### src/rtl/riscv_lsu_pkg.sv
// riscv_lsu_pkg: shared types and constants for the RV32I load/store unit.
//   lsu_state_e  - FSM state encoding
//   F3_*         - RV32I load/store funct3 encodings
//   lsu_req_bad  - flags an illegal or misaligned request
package riscv_lsu_pkg;

  localparam int unsigned XLEN = 32;

  localparam logic [2:0] F3_B  = 3'b000;
  localparam logic [2:0] F3_H  = 3'b001;
  localparam logic [2:0] F3_W  = 3'b010;
  localparam logic [2:0] F3_BU = 3'b100;
  localparam logic [2:0] F3_HU = 3'b101;

  typedef enum logic [2:0] {
    S_IDLE      = 3'd0,
    S_LD_REQ    = 3'd1,
    S_LD_DATA   = 3'd2,
    S_RMW_REQ   = 3'd3,
    S_RMW_MERGE = 3'd4,
    S_ST_WR     = 3'd5,
    S_DONE      = 3'd6
  } lsu_state_e;

  // Unsigned loads have no store counterpart, so BU/HU are illegal for stores.
  function automatic logic lsu_req_bad(input logic       is_store,
                                       input logic [2:0] funct3,
                                       input logic [1:0] addr_lo);
    logic illegal;
    logic misal;
    illegal = 1'b1;
    misal   = 1'b0;
    case (funct3)
      F3_B:  illegal = 1'b0;
      F3_H:  begin illegal = 1'b0;     misal = addr_lo[0];        end
      F3_W:  begin illegal = 1'b0;     misal = (addr_lo != 2'b00); end
      F3_BU: illegal = is_store;
      F3_HU: begin illegal = is_store; misal = addr_lo[0];        end
      default: illegal = 1'b1;
    endcase
    return illegal | misal;
  endfunction

endpackage

### src/rtl/riscv_lsu_align.sv
// riscv_lsu_align: combinational byte-lane logic for the load/store unit.
//   funct3_i     - access size/sign
//   offset_i     - byte offset within the word (addr[1:0])
//   mem_word_i   - word read from memory
//   wdata_i      - right-justified store data
//   load_data_c  - extracted and extended load result
//   store_word_c - mem_word_i with the addressed lane(s) replaced by store data
module riscv_lsu_align
  import riscv_lsu_pkg::*;
(
  input  logic [2:0]      funct3_i,
  input  logic [1:0]      offset_i,
  input  logic [XLEN-1:0] mem_word_i,
  input  logic [XLEN-1:0] wdata_i,
  output logic [XLEN-1:0] load_data_c,
  output logic [XLEN-1:0] store_word_c
);

  logic [7:0]  byte_sel;
  logic [15:0] half_sel;

  // Lane extraction followed by sign or zero extension.
  always_comb begin
    byte_sel    = 8'h00;
    half_sel    = offset_i[1] ? mem_word_i[31:16] : mem_word_i[15:0];
    load_data_c = mem_word_i;
    case (offset_i)
      2'd0:    byte_sel = mem_word_i[7:0];
      2'd1:    byte_sel = mem_word_i[15:8];
      2'd2:    byte_sel = mem_word_i[23:16];
      default: byte_sel = mem_word_i[31:24];
    endcase
    case (funct3_i)
      F3_B:    load_data_c = {{24{byte_sel[7]}}, byte_sel};
      F3_BU:   load_data_c = {24'h000000, byte_sel};
      F3_H:    load_data_c = {{16{half_sel[15]}}, half_sel};
      F3_HU:   load_data_c = {16'h0000, half_sel};
      default: load_data_c = mem_word_i;
    endcase
  end

  // Read-modify-write merge; a full word simply replaces the memory word.
  always_comb begin
    store_word_c = mem_word_i;
    case (funct3_i)
      F3_B: begin
        case (offset_i)
          2'd0:    store_word_c[7:0]   = wdata_i[7:0];
          2'd1:    store_word_c[15:8]  = wdata_i[7:0];
          2'd2:    store_word_c[23:16] = wdata_i[7:0];
          default: store_word_c[31:24] = wdata_i[7:0];
        endcase
      end
      F3_H: begin
        if (offset_i[1]) store_word_c[31:16] = wdata_i[15:0];
        else             store_word_c[15:0]  = wdata_i[15:0];
      end
      default: store_word_c = wdata_i;
    endcase
  end

endmodule

### src/rtl/riscv_lsu.sv
// riscv_lsu: multi-cycle RV32I load/store unit on a word-wide memory with
// 1-cycle synchronous read and no byte enables (sub-word stores use RMW).
//   clk, rst               - clock, synchronous active-high reset
//   start, is_store,
//   funct3, addr, wdata    - request, sampled only while idle
//   busy, done, err, rdata - status and load result
//   dAddress, MemRead,
//   MemWrite, dWriteData,
//   dReadData              - memory interface
module riscv_lsu
  import riscv_lsu_pkg::*;
#(
  parameter int unsigned PRINT_LSU_TRANSACTIONS = 0
) (
  input  logic            clk,
  input  logic            rst,
  input  logic            start,
  input  logic            is_store,
  input  logic [2:0]      funct3,
  input  logic [XLEN-1:0] addr,
  input  logic [XLEN-1:0] wdata,
  output logic            busy,
  output logic            done,
  output logic            err,
  output logic [XLEN-1:0] rdata,
  output logic [XLEN-1:0] dAddress,
  output logic            MemRead,
  output logic            MemWrite,
  output logic [XLEN-1:0] dWriteData,
  input  logic [XLEN-1:0] dReadData
);

  lsu_state_e      state_q, state_d;
  logic            is_store_q, is_store_d;
  logic [2:0]      funct3_q, funct3_d;
  logic [XLEN-1:0] addr_q, addr_d;
  logic [XLEN-1:0] wdata_q, wdata_d;
  logic [XLEN-1:0] rdata_q, rdata_d;
  logic            err_d;
  logic            busy_q, done_q, err_q, mem_read_q, mem_write_q;
  logic [XLEN-1:0] d_address_q, d_write_data_q;
  logic [XLEN-1:0] write_word_d;
  logic [XLEN-1:0] load_data_c;
  logic [XLEN-1:0] store_word_c;

  riscv_lsu_align u_align (
    .funct3_i     (funct3_q),
    .offset_i     (addr_q[1:0]),
    .mem_word_i   (dReadData),
    .wdata_i      (wdata_q),
    .load_data_c  (load_data_c),
    .store_word_c (store_word_c)
  );

  // Next-state, request latch and result update.
  always_comb begin
    state_d    = state_q;
    is_store_d = is_store_q;
    funct3_d   = funct3_q;
    addr_d     = addr_q;
    wdata_d    = wdata_q;
    rdata_d    = rdata_q;
    err_d      = 1'b0;
    case (state_q)
      S_IDLE: begin
        if (start) begin
          is_store_d = is_store;
          funct3_d   = funct3;
          addr_d     = addr;
          wdata_d    = wdata;
          if (lsu_req_bad(is_store, funct3, addr[1:0])) begin
            state_d = S_DONE;
            err_d   = 1'b1;
          end else if (!is_store) begin
            state_d = S_LD_REQ;
          end else if (funct3 == F3_W) begin
            state_d = S_ST_WR;
          end else begin
            state_d = S_RMW_REQ;
          end
        end
      end
      S_LD_REQ:    state_d = S_LD_DATA;
      S_LD_DATA: begin
        rdata_d = load_data_c;
        state_d = S_DONE;
      end
      S_RMW_REQ:   state_d = S_RMW_MERGE;
      S_RMW_MERGE: state_d = S_ST_WR;
      S_ST_WR:     state_d = S_DONE;
      S_DONE:      state_d = S_IDLE;
      default:     state_d = S_IDLE;
    endcase
  end

  // A full-word store goes straight from IDLE, so take the live wdata input.
  assign write_word_d = (state_q == S_IDLE) ? wdata : store_word_c;

  // State and registered outputs, all derived from the next state.
  always_ff @(posedge clk) begin
    if (rst) begin
      state_q        <= S_IDLE;
      is_store_q     <= 1'b0;
      funct3_q       <= 3'b000;
      addr_q         <= '0;
      wdata_q        <= '0;
      rdata_q        <= '0;
      busy_q         <= 1'b0;
      done_q         <= 1'b0;
      err_q          <= 1'b0;
      mem_read_q     <= 1'b0;
      mem_write_q    <= 1'b0;
      d_address_q    <= '0;
      d_write_data_q <= '0;
    end else begin
      state_q        <= state_d;
      is_store_q     <= is_store_d;
      funct3_q       <= funct3_d;
      addr_q         <= addr_d;
      wdata_q        <= wdata_d;
      rdata_q        <= rdata_d;
      busy_q         <= (state_d != S_IDLE);
      done_q         <= (state_d == S_DONE);
      err_q          <= err_d;
      mem_read_q     <= (state_d == S_LD_REQ) || (state_d == S_RMW_REQ);
      mem_write_q    <= (state_d == S_ST_WR) && is_store_d;
      d_address_q    <= (state_d != S_IDLE) ? {addr_d[XLEN-1:2], 2'b00} : '0;
      d_write_data_q <= (state_d == S_ST_WR) ? write_word_d : '0;
    end
  end

  assign busy       = busy_q;
  assign done       = done_q;
  assign err        = err_q;
  assign rdata      = rdata_q;
  assign MemRead    = mem_read_q;
  assign MemWrite   = mem_write_q;
  assign dAddress   = d_address_q;
  assign dWriteData = d_write_data_q;

`ifndef SYNTHESIS
  // Optional transaction trace, printed in the cycle done is high.
  if (PRINT_LSU_TRANSACTIONS != 0) begin : g_print
    always @(posedge clk) begin
      if (done_q) begin
        $display("%0t lsu %s addr=%h data=%h err=%b", $time,
                 is_store_q ? "st" : "ld", addr_q,
                 is_store_q ? wdata_q : rdata_q, err_q);
      end
    end
  end
`endif

endmodule
### config.mk
export PLATFORM = sky130hd
export DESIGN_NAME = riscv_lsu
export DESIGN_NICKNAME = d
export VERILOG_FILES = /design/src/rtl/riscv_lsu_pkg.sv /design/src/rtl/riscv_lsu_align.sv /design/src/rtl/riscv_lsu.sv
export SDC_FILE = /design/constraint.sdc
export NUM_CORES = 1
export LEC_CHECK = 0
export CAP_MARGIN = 20
export CORE_MARGIN = 3
export CORE_UTILIZATION = 44
export DETAILED_ROUTE_END_ITERATION = 10
export PLACE_DENSITY = 0.83
export SYNTH_ARGS = -nofsm -noshare
export SYNTH_HDL_FRONTEND = slang
export SYNTH_HIERARCHICAL = 1
export SYNTH_SLANG_ARGS = --single-unit
### constraint.sdc
create_clock -name clk -period 1.6 [get_ports clk]
set_input_delay 0.24 -clock clk [delete_from_list [all_inputs] [get_ports clk]]
set_output_delay 0.24 -clock clk [all_outputs]
set_load 0.05 [all_outputs]
== Word-level counts from Yosys, hierarchy flattened ==
Index checks and enable logic that the tools add are counted.

* Logic and storage cells: 82
* Register bits after elaboration: 172
* Input bits: 103

* Muxes and demuxes: 27
* Equality and inequality tests: 18
* Reduce and logical (&&, ||, !) cells: 17
* Bitwise gates (word level): 5

{| class="wikitable"
|+ Operators with widths
! kind !! number
|-
| one-hot mux 32 bit (4 select lines) || 1
|-
| two-way mux 32 bit || 3
|-
| one-hot mux 32 bit (2 select lines) || 1
|-
| two-way mux 16 bit || 3
|-
| two-way mux 8 bit || 4
|-
| equality test 3 bit (second input constant) || 8
|-
| one-hot mux 8 bit (3 select lines) || 1
|-
| one-hot mux 3 bit (5 select lines) || 1
|-
| equality test 3 x 1 -> 1 bit (second input constant) || 4
|-
| equality test 3 x 2 -> 1 bit (second input constant) || 4
|-
| two-way mux 3 bit || 4
|-
| OR reduction 2 bit || 5
|-
| logical NOT 3 bit || 3
|-
| OR reduction 3 bit || 3
|-
| two-way mux 1 bit || 7
|-
| inverter 1 bit || 4
|-
| one-hot mux 1 bit (2 select lines) || 2
|-
| nonzero test 3 bit || 1
|-
| equality test 2 x 1 -> 1 bit (second input constant) || 1
|-
| equality test 2 bit (second input constant) || 1
|-
| logical NOT 2 bit || 1
|-
| AND reduction 2 bit || 1
|-
| nonzero test 2 bit || 1
|-
| logical AND 1 bit || 1
|-
| other kinds (2) || 2
|}

== Depth between registers and ports, before layout ==
Gate-level depths: netlist (run 1).

* Word-level depth: 12
* Depth in mapped cells: 8
* Gate-level depth less buffers: 5

== Modules after synthesis ==
Netlist (run 1), hierarchy kept.

{| class="wikitable"
|+ By module, submodules not included
! module !! sequential area each (um^2) !! area each (um^2) !! cells each !! instances
|-
| riscv_lsu || 3403.3 || 5978.2 || 656 || 1
|-
| riscv_lsu_align || 0.0 || 1632.8 || 242 || 1
|}

== Worst setup path before layout (run 1) ==
No wires, ideal clock.

* Path type: reg-to-reg
* From: register addr_q[1]
* To: register rdata_q[10] (netlist: rdata[10])
* Library setup time: 0.132 ns
* Clock period less this slack: 1.738 ns
* Data required time: 1.468 ns
* Slack: -0.138 ns
* Data arrival time: 1.606 ns
* Stages on the path, launching flop included: 7
* Buffers on the path: 1
* Cell sequence: dfxtp_1 > mux4_2 > and2_4 > buf_6 > a221o_1 > nand2_1 > a21oi_1

* Longest elaborated chain between the ends: 3
* Elaborated cells between the ends (all ways): 6

{| class="wikitable"
|+ RTL lines
! what !! RTL line !! source
|-
| from (decl) || riscv_lsu.sv:36 || <nowiki>logic [XLEN-1:0] addr_q, addr_d;</nowiki>
|-
| from (signal assigned) || riscv_lsu.sv:119 || <nowiki>addr_q <= addr_d;</nowiki>
|-
| equality test 2 bit, or another cell as far along || riscv_lsu_align.sv:27 || <nowiki>case (offset_i)</nowiki>
|-
| one-hot mux 8 bit (3 select lines) || riscv_lsu_align.sv:27 ||
|-
| one-hot mux 32 bit (4 select lines) * || riscv_lsu_align.sv:33 || <nowiki>case (funct3_i)</nowiki>
|-
| net load_data_c[10] || riscv_lsu.sv:43 || <nowiki>logic [XLEN-1:0] load_data_c;</nowiki>
|-
| to (signal assigned) || riscv_lsu.sv:121 || <nowiki>rdata_q <= rdata_d;</nowiki>
|-
| to (decl) || riscv_lsu.sv:38 || <nowiki>logic [XLEN-1:0] rdata_q, rdata_d;</nowiki>
|}

The timed path passes the listed nets; every way through them passes the cells marked *.
A chain may end at the register's enable or synchronous reset.

== Final worst setup path (run 1) ==
* From: register addr_q[1]
* To: register rdata_q[8] (netlist: rdata[8])

The elaborated chain is that of the path after synthesis.

==> results of run 1 <==
-- worst paths after layout --
path / endpoint / slack (ns) / cells past startpoint
worst max-delay path: rdata[8] / -0.11 / 5
worst min-delay path: state_q[1] / 0.34 / 4
worst max register to register: rdata[8] / -0.11 / 5
worst min register to register: rdata[3] / 0.45 / 2
-- worst max-delay path: stages (launching register included) --
cell,delay (ns)
dfxtp_4,0.40
mux4_2,0.57
and2_4,0.21
a221o_1,0.26
nand2_1,0.07
a21oi_2,0.05
-- layout make-up --
| type | count | share of cell area, % |
|---|---|---|
| Multi-Input combinational cell | 641 | 35.8 |
| Clock buffer | 17 | 3.74 |
| Timing Repair Buffer | 315 | 26.5 |
| Tap cell | 220 | 2.42 |
| Sequential cell | 170 | 30.1 |
| Inverter | 3 | 0.143 |
| Clock inverter | 15 | 1.40 |
-- per-stage QoR --
stage,hold WS (ns),total power (W)
3_3_place_gp,0.445,0.0101
4_1_cts,0.364,0.0143
2_1_floorplan,0.366,0.00832
3_5_place_dp,0.447,0.0101
6_report,0.342,0.0149
5_1_grt,0.368,0.0155
-- power by group through the flow --
stage | Sequential, W | Clock, W | Combinational, W
floorplan | 0.00591 | 0 | 0.00240
global route | 0.00505 | 0.00432 | 0.00614
finish | 0.00500 | 0.00411 | 0.00582
detailed placement | 0.00506 | 0 | 0.00507
global placement | 0.00505 | 0 | 0.00501
CTS | 0.00497 | 0.00414 | 0.00515
-- logic make-up (layout without fill, tap and decap cells) --
| group | count (synthesis) | count (layout) |
|---|---|---|
| simple gates | 357 | 358 |
| compound gates | 227 | 227 |
| flops | 170 | 170 |
| buf+inv | 89 | 350 |
| mux | 54 | 54 |
| other cells | 1 | 2 |
-- flip-flops by register name, summed over array words and instances, names as in the netlist --
signal      count
wdata_q        32
dAddress       30
state_q         3
dWriteData     32
funct3_q        3
err             1
rdata          32
busy            1
addr_q         32
is_store_q      1
done            1
MemRead         1
MemWrite        1
-- synth_stat cells, types with 9 or more instances --
| cell type | n | area (um2) |
|---|---|---|
| o21bai_1 | 9 | 67.6 |
| a211oi_1 | 34 | 255 |
| mux2i_1 | 37 | 370 |
| o21ai_0 | 14 | 70.1 |
| a22o_1 | 9 | 78.8 |
| nand2_1 | 237 | 890 |
| nor2_1 | 26 | 97.6 |
| nand3_1 | 20 | 100 |
| dfxtp_1 | 170 | 3400 |
| a21oi_1 | 111 | 556 |
| clkbuf_1 | 50 | 188 |
| buf_2 | 20 | 100 |
| nor4_1 | 33 | 206 |
-- routing by layer --
| metal | routed length (um) | global-route usage (%) |
|---|---|---|
| met1 | 10400 | 32.0 |
| met3 | 2880 | 6.87 |
| met5 | 0 | 0 |
| met4 | 992 | 8.81 |
| met2 | 12900 | 42.7 |
-- what timing repair did --
item                                    in CTS  in global routing
resized for setup                           13                 72
pin swaps                                    1                 11
hold buffers                                 0                  0
buffers inserted                             3                  4
cloned                                       0                 10
endpoints found under the setup margin      76                118
==> run_results.csv, run 1 <==
group,metric,value,unit
timing,fin_crit_sh,107,%
worst_setup_path,cp.required,1.88,ns
run,maxCapViolCount,0,
timing,rsz0062_at_grt,"true",
yosys,synthMuxAreaShare,8.61,%
clocking,clock-sinks,170,
floorplan,die_w,138,um
pwr,p_leak,4.64,nW
yosys,synth-seq-cells,170,
clocking,cts_tree,"built",
worst_setup_path,arrival,1.99,ns
cells_and_area,layout.cells.non_filler,1381,
floorplan,die_y,138,um
timing,setup_slack,-0.107,ns
yosys,avgSynthCellArea,8.48,um2
global_routing,grt-ovfl-total,0,
detailed_routing,drtPass1Iterations,6,
timing,setup_viol,35,
cells_and_area,utilization,68.0,%
clocking,cts_max_level,4,
pwr,comb_power_share,38.9,%
yosys,synth_xor_area_share,0,%
detailed_routing,drt_iter0_drc,979,
pwr,peakVddDrop,0.907,mV
timing,max_slew.worst_pin.slew,0.636,ns
cells_and_area,fill_cells,1282,
detailed_routing,post_drt_wl_per_cell,19.7,um
yosys,yosys.area_share.simple,21.7,%
global_routing,grt_util_all_layers,25.6,%
clocking,cts_buffer_depth,2,
outcome,violations,"setup timing",
timing,final_hold_viol_count,0,
pwr,p_switching,0.00558,W
detailed_routing,viasPerCell,5.79,
timing,drv_slew,0,
hold_path,hold_start,"start",
timing,worst_clock_skew,0.00880,ns
clocking,root_buffer,"clkbuf_16",
worst_setup_path,startpoint_type,"register",
detailed_routing,ant_nets,0,
yosys,yosysSeqAreaShare,44.7,%
detailed_routing,drc,0,
cells_and_area,multi_input_area,4070,um2
worst_setup_path,cp-end-kind,"register",
global_routing,grt_max_degree,136,
cells_and_area,layout_common_cells,"nand2_1, buf_4, dfxtp_1, a21oi_1, clkdlybuf4s50_1",
clocking,clock_latency,0.43,ns
global_routing,grt_pass1_wl,38.2,mm
timing,final.setup.tns,-1.94,ns
floorplan,ios,204,
cells_and_area,layout.nets,1251,
cells_and_area,final_common_cell,"nand2_1",
worst_setup_path,r2r_start,"addr_q[1]",
outcome,status,"finished, violations left",
yosys,ys_types,61,
detailed_routing,vias,7997,
pwr,power.share.clock,27.5,%
placed_design,place_congestion,0.945,
floorplan,core-area,16800,um2
placed_design,dpl_cell_area,10200,um2
pwr,power_density,1310,nW/um2
detailed_routing,wl,27.2,mm
floorplan,num_rows,47,
yosys,synth_edf_count,0,
pwr,power.internal,0.00936,W
timing,max_freq,586,MHz
placed_design,dp_hpwl,17.7,mm
cells_and_area,diodes,0,
yosys,ys.flop_type,"dfxtp_1",
cells_and_area,area_delta_synth_final,49.6,%
cells_and_area,regArea,3420,um2
global_routing,first_global_vias,7218,
yosys,synthCells,898,
yosys,synth_compound_area_share,19.3,%
placed_design,dp.cells,1332,
worst_setup_path,cp_max_fo,8,
cells_and_area,final_area,11400,um2
pwr,switching_share,37.3,%
floorplan,die-area,18900,um2
placed_design,dpl_worst_slack,-0.428,ns
yosys,synthAdderAreaFrac,0,%
clocking,clk_pin_slew,0.07,ns
worst_setup_path,critPathKind,"reg2reg",
timing,slew_headroom,57.6,%
worst_setup_path,startpoint,"addr_q[1]",
yosys,synth_area,7610,um2
yosys,ys_warn_count,6,
yosys,synthArstFlopShare,0,%
placed_design,port-buffer-count,201,
yosys,synth_top_family_by_area,"simple AND/OR/NAND/NOR gates",
cells_and_area,layout-drive-gt1-share,28.6,%
clocking,tritoncts.num_buffers,17,
pwr,seq_power_share,33.5,%
floorplan,initial_core_util,45.4,%
hold_path,hold_class,"in2reg",
timing,fin_crit,1.71,ns
global_routing,antenna_found_initial,0,
No activity file was read; power rests on OpenSTA's default activity.
==> run 2: changes to the inputs <==
- CORE_MARGIN: 3 -> default
- SKIP_LAST_GASP: default -> 1
==> run_results.csv, run 2 (synthesis results as in run 1) <==
group,metric,value,unit
detailed_routing,post_drt_wl_per_cell,18.5,um
cells_and_area,layout_common_cells,"nand2_1, buf_4, dfxtp_1, a21oi_1, clkdlybuf4s50_1",
timing,rsz0062_at_grt,"true",
global_routing,antenna_found_initial,0,
cells_and_area,area_delta_synth_final,46.6,%
global_routing,grt-ovfl-total,0,
clocking,cts_tree,"built",
detailed_routing,drc,0,
timing,setup_viol,38,
worst_setup_path,cp-end-kind,"register",
placed_design,dp_hpwl,17.5,mm
pwr,peakVddDrop,0.930,mV
cells_and_area,multi_input_area,3930,um2
worst_setup_path,arrival,2.02,ns
timing,worst_clock_skew,0.00927,ns
cells_and_area,layout-drive-gt1-share,25.9,%
worst_setup_path,cp_max_fo,8,
global_routing,first_global_vias,7369,
detailed_routing,ant_nets,0,
clocking,root_buffer,"clkbuf_16",
floorplan,die-area,17800,um2
pwr,power_density,1320,nW/um2
global_routing,grt_max_degree,136,
clocking,cts_max_level,4,
floorplan,ios,204,
worst_setup_path,startpoint_type,"register",
clocking,ctsHoldBuffers,0,
cells_and_area,diodes,0,
clocking,clock_latency,0.44,ns
worst_setup_path,cp.required,1.90,ns
timing,max_slew.worst_pin.slew,0.594,ns
outcome,violations,"setup timing",
detailed_routing,viasPerCell,5.71,
global_routing,grt_util_all_layers,28.2,%
detailed_routing,drtPass1Iterations,6,
hold_path,hold_class,"in2reg",
timing,slew_headroom,60.4,%
floorplan,die_y,134,um
worst_setup_path,startpoint,"addr_q[1]",
timing,max_freq,580,MHz
floorplan,die_w,134,um
pwr,p_leak,4.55,nW
placed_design,place_congestion,0.950,
clocking,cts_buffer_depth,2,
timing,drv_slew,0,
cells_and_area,layout.cells.non_filler,1380,
placed_design,port-buffer-count,201,
floorplan,num_rows,47,
timing,whs,0.341,ns
cells_and_area,fill_cells,1363,
clocking,clock-sinks,170,
timing,fin_crit,1.72,ns
hold_path,hold_start,"rst",
timing,fin_crit_sh,108,%
detailed_routing,vias,7879,
worst_setup_path,critPathKind,"reg2reg",
floorplan,core-area,16800,um2
worst_setup_path,r2r_start,"addr_q[1]",
pwr,power,0.0147,W
timing,setup_slack,-0.124,ns
detailed_routing,drt_iter0_drc,793,
placed_design,dp.cells,1334,
global_routing,grt_pass1_wl,39.3,mm
clocking,clk_pin_slew,0.07,ns
outcome,status,"finished, violations left",
cells_and_area,layout.nets,1250,
placed_design,dpl_worst_slack,-0.384,ns
cells_and_area,regArea,3420,um2
cells_and_area,final_common_cell,"nand2_1",
clocking,tritoncts.num_buffers,17,
detailed_routing,wl,25.6,mm
run,maxCapViolCount,0,
timing,final_hold_viol_count,0,
floorplan,initial_core_util,45.4,%
run 2: changes by cell type in the layout (fill, tap and decap cells not counted), sizes merged, moves of 2 or more:
cell           previous run  this run
dlymetal6s2s              2         0
buf                     206       210
clkdlybuf4s50            99       101
clkbuf                   25        20
run 2: report_power, final:
part | leakage, nW | total (W) | switching [W] | internal [W]
Combinational | 2.87 | 0.00550 | 0.00323 | 0.00227
Clock | 0.296 | 0.00421 | 0.00197 | 0.00224
Sequential | 1.39 | 0.00497 | 0.000264 | 0.00471
run 2: area by class of cell:
| cell class | instances | share of cell area [%] |
|---|---|---|
| Clock buffer | 17 | 3.81 |
| Clock inverter | 15 | 1.55 |
| Inverter | 3 | 0.112 |
| Multi-Input combinational cell | 640 | 35.2 |
| Sequential cell | 170 | 30.6 |
| Tap cell | 220 | 2.47 |
| Timing Repair Buffer | 315 | 26.2 |
run 2: path summary, 6_finish.rpt:
| path | to | slack, ns | cells past startpoint |
|---|---|---|---|
| hold reg to reg | rdata[30] | 0.46 | 2 |
| setup / recovery | rdata[8] | -0.12 | 5 |
| setup reg to reg | rdata[8] | -0.12 | 5 |
| hold / removal | state_q[0] | 0.34 | 4 |
run 2: stage by stage:
| stage | TNS (ns) | utilization [%] | area (um2) |
|---|---|---|---|
| 6_report | -2.54 | 66.6 | 11200 |
| 5_1_grt | -6.69 | 66.6 | 11200 |
| 4_1_cts | -1.56 | 65.4 | 11000 |
| 3_5_place_dp | -49.95 | 61.0 | 10200 |
| 3_3_place_gp | -47.17 | 61.0 | 10200 |
| 2_1_floorplan | -0.690 | - | 7650 |
run 2: timing repair:
action / in CTS / in global routing
resized for setup: 18 / 28
buffers inserted: 5 / 5
setup endpoints to repair: 72 / 112
pin swaps: 1 / 5
cloned: 2 / 4
run 2: per-layer routing:
layer  wire [um]  GRT usage, %  vias to the layer above
met5           0             0                        -
met4         891          11.6                        0
met3        2580          6.85                       72
met2       12100          46.4                      416
met1        9990          35.3                     3709
li1            -             -                     3682
run 2: critical path, stage by stage (launching register included):
cell and delay (ns):
dfxtp_4 0.39, mux4_2 0.58, and2_4 0.21, a221o_1 0.26, nand2_1 0.08, a21oi_2 0.06
==> run 3: changes to the inputs <==
- SLEW_MARGIN: default -> 20
==> results of run 3 <==
Same layout as run 2: the final DEF is identical, and so are final timing and power.
